`src/rtl/pwm_level_ctrl.sv`:
```
// Brightness control: debounced up/down buttons step a saturating level 0..MAX_LVL with auto-repeat, shown in decimal.
// Latency: w moves on the 2^DB_N+4-th edge after a press is first sampled; repeats every 2^RPT_N cycles while held.
// Backpressure: none; buttons are sampled every cycle and the multiplexer inputs are plain registered levels.
module pwm_level_ctrl #(
  parameter int DB_N     = 20,
  parameter int RPT_N    = 24,
  parameter int MAX_LVL  = 10,
  parameter int INIT_LVL = 5
) (
  input  logic       clk,
  input  logic       reset,
  input  logic       btn_up,
  input  logic       btn_dn,
  output logic [3:0] w,
  output logic [3:0] hex3,
  output logic [3:0] hex2,
  output logic [3:0] hex1,
  output logic [3:0] hex0,
  output logic [3:0] dp_in
);

  // Level limits and the display image of the reset level.
  localparam logic [3:0] MAX_W     = 4'(MAX_LVL);
  localparam logic [3:0] INIT_W    = 4'(INIT_LVL);
  localparam logic [3:0] INIT_HEX1 = (INIT_LVL >= 10) ? 4'd1 : 4'd0;
  localparam logic [3:0] INIT_HEX0 = (INIT_LVL >= 10) ? 4'(INIT_LVL - 10) : 4'(INIT_LVL);
  localparam logic       INIT_DP0  = !((INIT_LVL == 0) || (INIT_LVL == MAX_LVL));

  // Index 0 is the up button, index 1 the down button.
  logic [1:0] btn_raw;
  logic [1:0] tick;

  assign btn_raw = {btn_dn, btn_up};

  for (genvar b = 0; b < 2; b++) begin : g_btn
    typedef enum logic [1:0] {ZERO, WAIT1, ONE, WAIT0} db_state_t;

    db_state_t        state;
    db_state_t        state_nxt;
    logic             sync0;
    logic             s;
    logic [DB_N-1:0]  cnt;
    logic [RPT_N-1:0] rpt;
    logic             cnt_max;
    logic             rpt_max;
    logic             cnt_clr;
    logic             cnt_inc;
    logic             rpt_clr;
    logic             rpt_inc;
    logic             tick_nxt;

    assign cnt_max = (cnt == {DB_N{1'b1}});
    assign rpt_max = (rpt == {RPT_N{1'b1}});

    // Two-flop synchronizer; only the second stage is seen by the debouncer.
    always_ff @(posedge clk or posedge reset) begin
      if (reset) begin
        sync0 <= 1'b0;
        s     <= 1'b0;
      end else begin
        sync0 <= btn_raw[b];
        s     <= sync0;
      end
    end

    // Debounce state register.
    always_ff @(posedge clk or posedge reset) begin
      if (reset) begin
        state <= ZERO;
      end else begin
        state <= state_nxt;
      end
    end

    // Next state: a level must persist a full counter span before it is accepted.
    always_comb begin
      state_nxt = state;
      case (state)
        ZERO: begin
          if (s) state_nxt = WAIT1;
        end
        WAIT1: begin
          if (!s)          state_nxt = ZERO;
          else if (cnt_max) state_nxt = ONE;
        end
        ONE: begin
          if (!s) state_nxt = WAIT0;
        end
        WAIT0: begin
          if (s)            state_nxt = ONE;
          else if (cnt_max) state_nxt = ZERO;
        end
        default: state_nxt = ZERO;
      endcase
    end

    // Counter controls and tick request; a bounce back to ONE leaves the repeat phase untouched.
    always_comb begin
      cnt_clr  = 1'b0;
      cnt_inc  = 1'b0;
      rpt_clr  = 1'b0;
      rpt_inc  = 1'b0;
      tick_nxt = 1'b0;
      case (state)
        ZERO: begin
          cnt_clr = s;
        end
        WAIT1: begin
          if (s) begin
            if (cnt_max) begin
              rpt_clr  = 1'b1;
              tick_nxt = 1'b1;
            end else begin
              cnt_inc = 1'b1;
            end
          end
        end
        ONE: begin
          if (s) begin
            rpt_inc  = 1'b1;
            tick_nxt = rpt_max;
          end else begin
            cnt_clr = 1'b1;
          end
        end
        WAIT0: begin
          if (!s && !cnt_max) cnt_inc = 1'b1;
        end
        default: begin
          cnt_clr = 1'b1;
        end
      endcase
    end

    // Debounce and repeat counters plus the one-cycle tick register; rpt wraps to 0 after its tick.
    always_ff @(posedge clk or posedge reset) begin
      if (reset) begin
        cnt  <= '0;
        rpt  <= '0;
        tick[b] <= 1'b0;
      end else begin
        if (cnt_clr)      cnt <= '0;
        else if (cnt_inc) cnt <= cnt + DB_N'(1);
        if (rpt_clr)      rpt <= '0;
        else if (rpt_inc) rpt <= rpt + RPT_N'(1);
        tick[b] <= tick_nxt;
      end
    end
  end

  logic [3:0] w_nxt;
  logic [3:0] hex1_nxt;
  logic [3:0] hex0_nxt;
  logic       dp0_nxt;
  logic       dp0;

  // Saturating step; coincident up and down ticks cancel.
  always_comb begin
    w_nxt = w;
    if (tick[0] && !tick[1]) begin
      if (w < MAX_W) w_nxt = w + 4'd1;
    end else if (tick[1] && !tick[0]) begin
      if (w != 4'd0) w_nxt = w - 4'd1;
    end
  end

  // Decimal split of the new level and the limit marker on the rightmost point.
  always_comb begin
    hex1_nxt = (w_nxt >= 4'd10) ? 4'd1 : 4'd0;
    hex0_nxt = (w_nxt >= 4'd10) ? (w_nxt - 4'd10) : w_nxt;
    dp0_nxt  = !((w_nxt == 4'd0) || (w_nxt == MAX_W));
  end

  // Level and display registers share one edge so the readout never lags the duty value.
  always_ff @(posedge clk or posedge reset) begin
    if (reset) begin
      w    <= INIT_W;
      hex1 <= INIT_HEX1;
      hex0 <= INIT_HEX0;
      dp0  <= INIT_DP0;
    end else begin
      w    <= w_nxt;
      hex1 <= hex1_nxt;
      hex0 <= hex0_nxt;
      dp0  <= dp0_nxt;
    end
  end

  assign hex3  = 4'd0;
  assign hex2  = 4'd0;
  assign dp_in = {3'b111, dp0};

endmodule

```
`config.mk`:
```
export PLATFORM = sky130hd
export DESIGN_NAME = pwm_level_ctrl
export DESIGN_NICKNAME = d
export VERILOG_FILES = /design/src/rtl/pwm_level_ctrl.sv
export SDC_FILE = /design/constraint.sdc
export NUM_CORES = 1
export LEC_CHECK = 0
export ABC_AREA = 1
export CORE_MARGIN = 5
export CORE_UTILIZATION = 40
export DETAILED_ROUTE_END_ITERATION = 12
export DONT_BUFFER_PORTS = 1
export HOLD_SLACK_MARGIN = 0.06
export REMOVE_ABC_BUFFERS = 1
export SYNTH_ARGS = -nofsm -noshare
export SYNTH_HDL_FRONTEND = slang
export SYNTH_SLANG_ARGS = --single-unit
```
`constraint.sdc`:
```
create_clock -name clk -period 3.25 [get_ports clk]
set_input_delay 0.4875 -clock clk [delete_from_list [all_inputs] [get_ports clk]]
set_output_delay 0.4875 -clock clk [all_outputs]
set_load 0.02 [all_outputs]
```
==> impl_metrics.json <==
{
  "status": "completed",
  "cts_hold_buf": 0,
  "syn_area_um2": 7160,
  "vias": 6140,
  "via_per_inst": 4.83,
  "numCtsBuffers": 9,
  "die_h_um": 144,
  "skew_ps": 7.63,
  "end_kind": "flop",
  "die_x_um": 144,
  "finalMaxSlewViolations": 0,
  "cts_tree": "built",
  "grt.overflow.total": 0,
  "synthArstFlopShare_pct": 100,
  "final_nets": 1055,
  "syn_to_final_growth_pct": 6.17,
  "clk_path_buf_depth": 2,
  "antenna_left": 0,
  "drc": 0,
  "slew_headroom_pct": 45.1,
  "antenna_found_initial": 0,
  "synth_compound_area_share_pct": 2.36,
  "grt_pass1_wl_mm": 27.2,
  "hp-class": "in -> async",
  "power.leakage_nw": 3.71,
  "worst_setup_path_start_kind": "flop",
  "synthSimpleGateAreaFrac_pct": 43.0,
  "synth_xor_area_share_pct": 5.26,
  "finalSetupViolations": 0,
  "reg2reg_depth": 8,
  "routed_wl_mm": 15.7,
  "finalInstanceArea_um2": 7600,
  "h-tree-depth": 3,
  "first_global_vias": 5757,
  "pin_count": 28,
  "dr.pass1.iters": 5,
  "start_util_pct": 40.3,
  "cp_max_fo": 18,
  "root_buffer": "clkbuf_16",
  "rsz0062_at_grt": "no",
  "clock_sinks": 107,
  "synthTopCellsByArea": "dfrtp_1, nand2_1, nor2_1, nand3_1, inv_1",
  "grt_max_degree": 59,
  "post-place-ws_ps": 1140,
  "yosysTopAreaCell": "dfrtp_1",
  "dpl.cell_count": 1254,
  "clk_pin_slew_ps": 70,
  "drive_above_1_share_pct": 6.92,
  "fp-row-count": 49,
  "core_area_um2": 17800,
  "avgSynthCellArea_um2": 6.86,
  "layout_min_cycle_time_ps": 2110,
  "postPlaceCellArea_um2": 7280,
  "ys.flop_type": "dfrtp_1",
  "final_cells": 1270,
  "fin_ws_ps": 1140,
  "clk-insertion-delay-late_ps": 350,
  "p_total_mw": 3.63,
  "n_antenna_cell": 0,
  "initialDrtViolationCount": 409,
  "yosys_register_bits": 107,
  "fin_tns_setup_ps": 0,
  "synth.top_cell.area_share_pct": 36.0,
  "max-vdd-ir-drop_mv": 0.266,
  "post_cts_resized": 0,
  "cts_setup_buffers": 0,
  "die-area_um2": 20700,
  "hold_viol_final": 0,
  "synth_cells": 1043,
  "synth_edf_count": 0,
  "yosysMostFrequentCell": "nand2_1",
  "p_per_area_nw_per_um2": 478,
  "worst_ep_required_time_ps": 3470,
  "ys_warn_count": 0,
  "seq_area_frac_synth_pct": 37.5,
  "fmax_ghz": 0.473,
  "tightest_slew_ps": 820,
  "min_period_over_period_pct": 65.0,
  "crit_type": "reg -> reg",
  "wl_per_cell_um": 12.3,
  "grtUsageTotal_pct": 15.9,
  "place.gp.congestion": 0.877,
  "arrival_ps": 2340,
  "synth_adder_area_share_pct": 2.62,
  "yosysUniqueCellTypes": 39,
  "port_buffers": 0,
  "synth_top_family_by_area": "simple AND/OR/NAND/NOR gates",
  "drv_cap": 0,
  "dp_hpwl_mm": 11.4,
  "yosys-mux-area-fraction_pct": 0,
  "ys_top_cells_by_count": "nand2_1, nor2_1, dfrtp_1, inv_1, nand3_1"
}
report_power, final:
group          leakage (nW)  internal, mW  total [mW]  switching, mW
Combinational          2.11         0.249       0.877          0.628
Clock                 0.152         0.680        1.20          0.523
Sequential             1.45          1.43        1.55          0.120
sequential cells by signal, indices dropped and copies added, names as in the netlist, named ones only:
| register | flops |
|---|---|
| g_btn.s | 2 |
| hex1 | 1 |
| dp0 | 1 |
| w | 3 |
| g_btn.sync0 | 2 |
| tick | 2 |
| g_btn.state | 2 |
| g_btn.cnt | 40 |
| g_btn.rpt | 48 |
| hex0 | 4 |
cell usage in the layout (no fill, tap or decap), types with 11 or more instances in the layout:
master | Yosys | final
nor2_1 | 140 | 140
nand3_1 | 91 | 91
nand3b_1 | 11 | 11
ha_1 | 15 | 15
nand2_1 | 387 | 387
inv_1 | 97 | 96
conb_1 | 2 | 14
dfrtp_1 | 103 | 103
nand4_1 | 34 | 34
xor2_1 | 38 | 38
critical path, cell delays in order, from the launching register on:
cell,delay (ps)
dfrtp_1,430
inv_1,90
ha_1,250
nand2_2,170
clkinv_1,450
a21oi_1,320
nand3_1,130
nand2_1,70
o21ai_0,80
per-layer routing:
| layer | GRT usage, % | routed length [um] | vias up |
|---|---|---|---|
| met4 | 2.48 | 133 | 0 |
| met5 | 0 | 0 | - |
| met2 | 26.0 | 7140 | 91 |
| met1 | 22.3 | 7850 | 2824 |
| met3 | 3.33 | 567 | 13 |
| li1 | - | - | 3212 |
final timing paths:
kind / from / slack, ps / endpoint
max: g_btn[1].state[0] / 1140 / flop
max in group asynchronous: reset / 2370 / g_btn[1].cnt[1]
min: reset / 140 / g_btn[1].rpt[16]
min in group clk: btn_up / 160 / g_btn[0].sync0
min reg2reg: g_btn[1].sync0 / 340 / g_btn[1].s
max reg2reg: g_btn[1].state[0] / 1140 / flop
per-stage QoR:
step	utilization [%]	hold slack, ps
final	42.8	139
after global routing	42.8	137
after floorplan	-	331
after detailed placement	40.9	336
after global placement	40.9	335
after CTS	42.8	148
final cells by class:
cell class	instances	area, um2
inverter	107	410
tap	229	287
clock inverter	7	97.6
sequential	107	2680
fill	1900	10200
clock buffer	9	225
multi-input combinational	808	3860
timing repair buffer	3	35.0
cells by family after synthesis:
kind of cell | Yosys count
AO/OA/AOI/OAI | 30
other | 2
AND/OR/NAND/NOR | 706
adder cells (fa/ha/maj) | 15
XOR/XNOR | 43
flip-flops | 107
buffers and inverters | 140
Power figures use the tool's default switching activity.
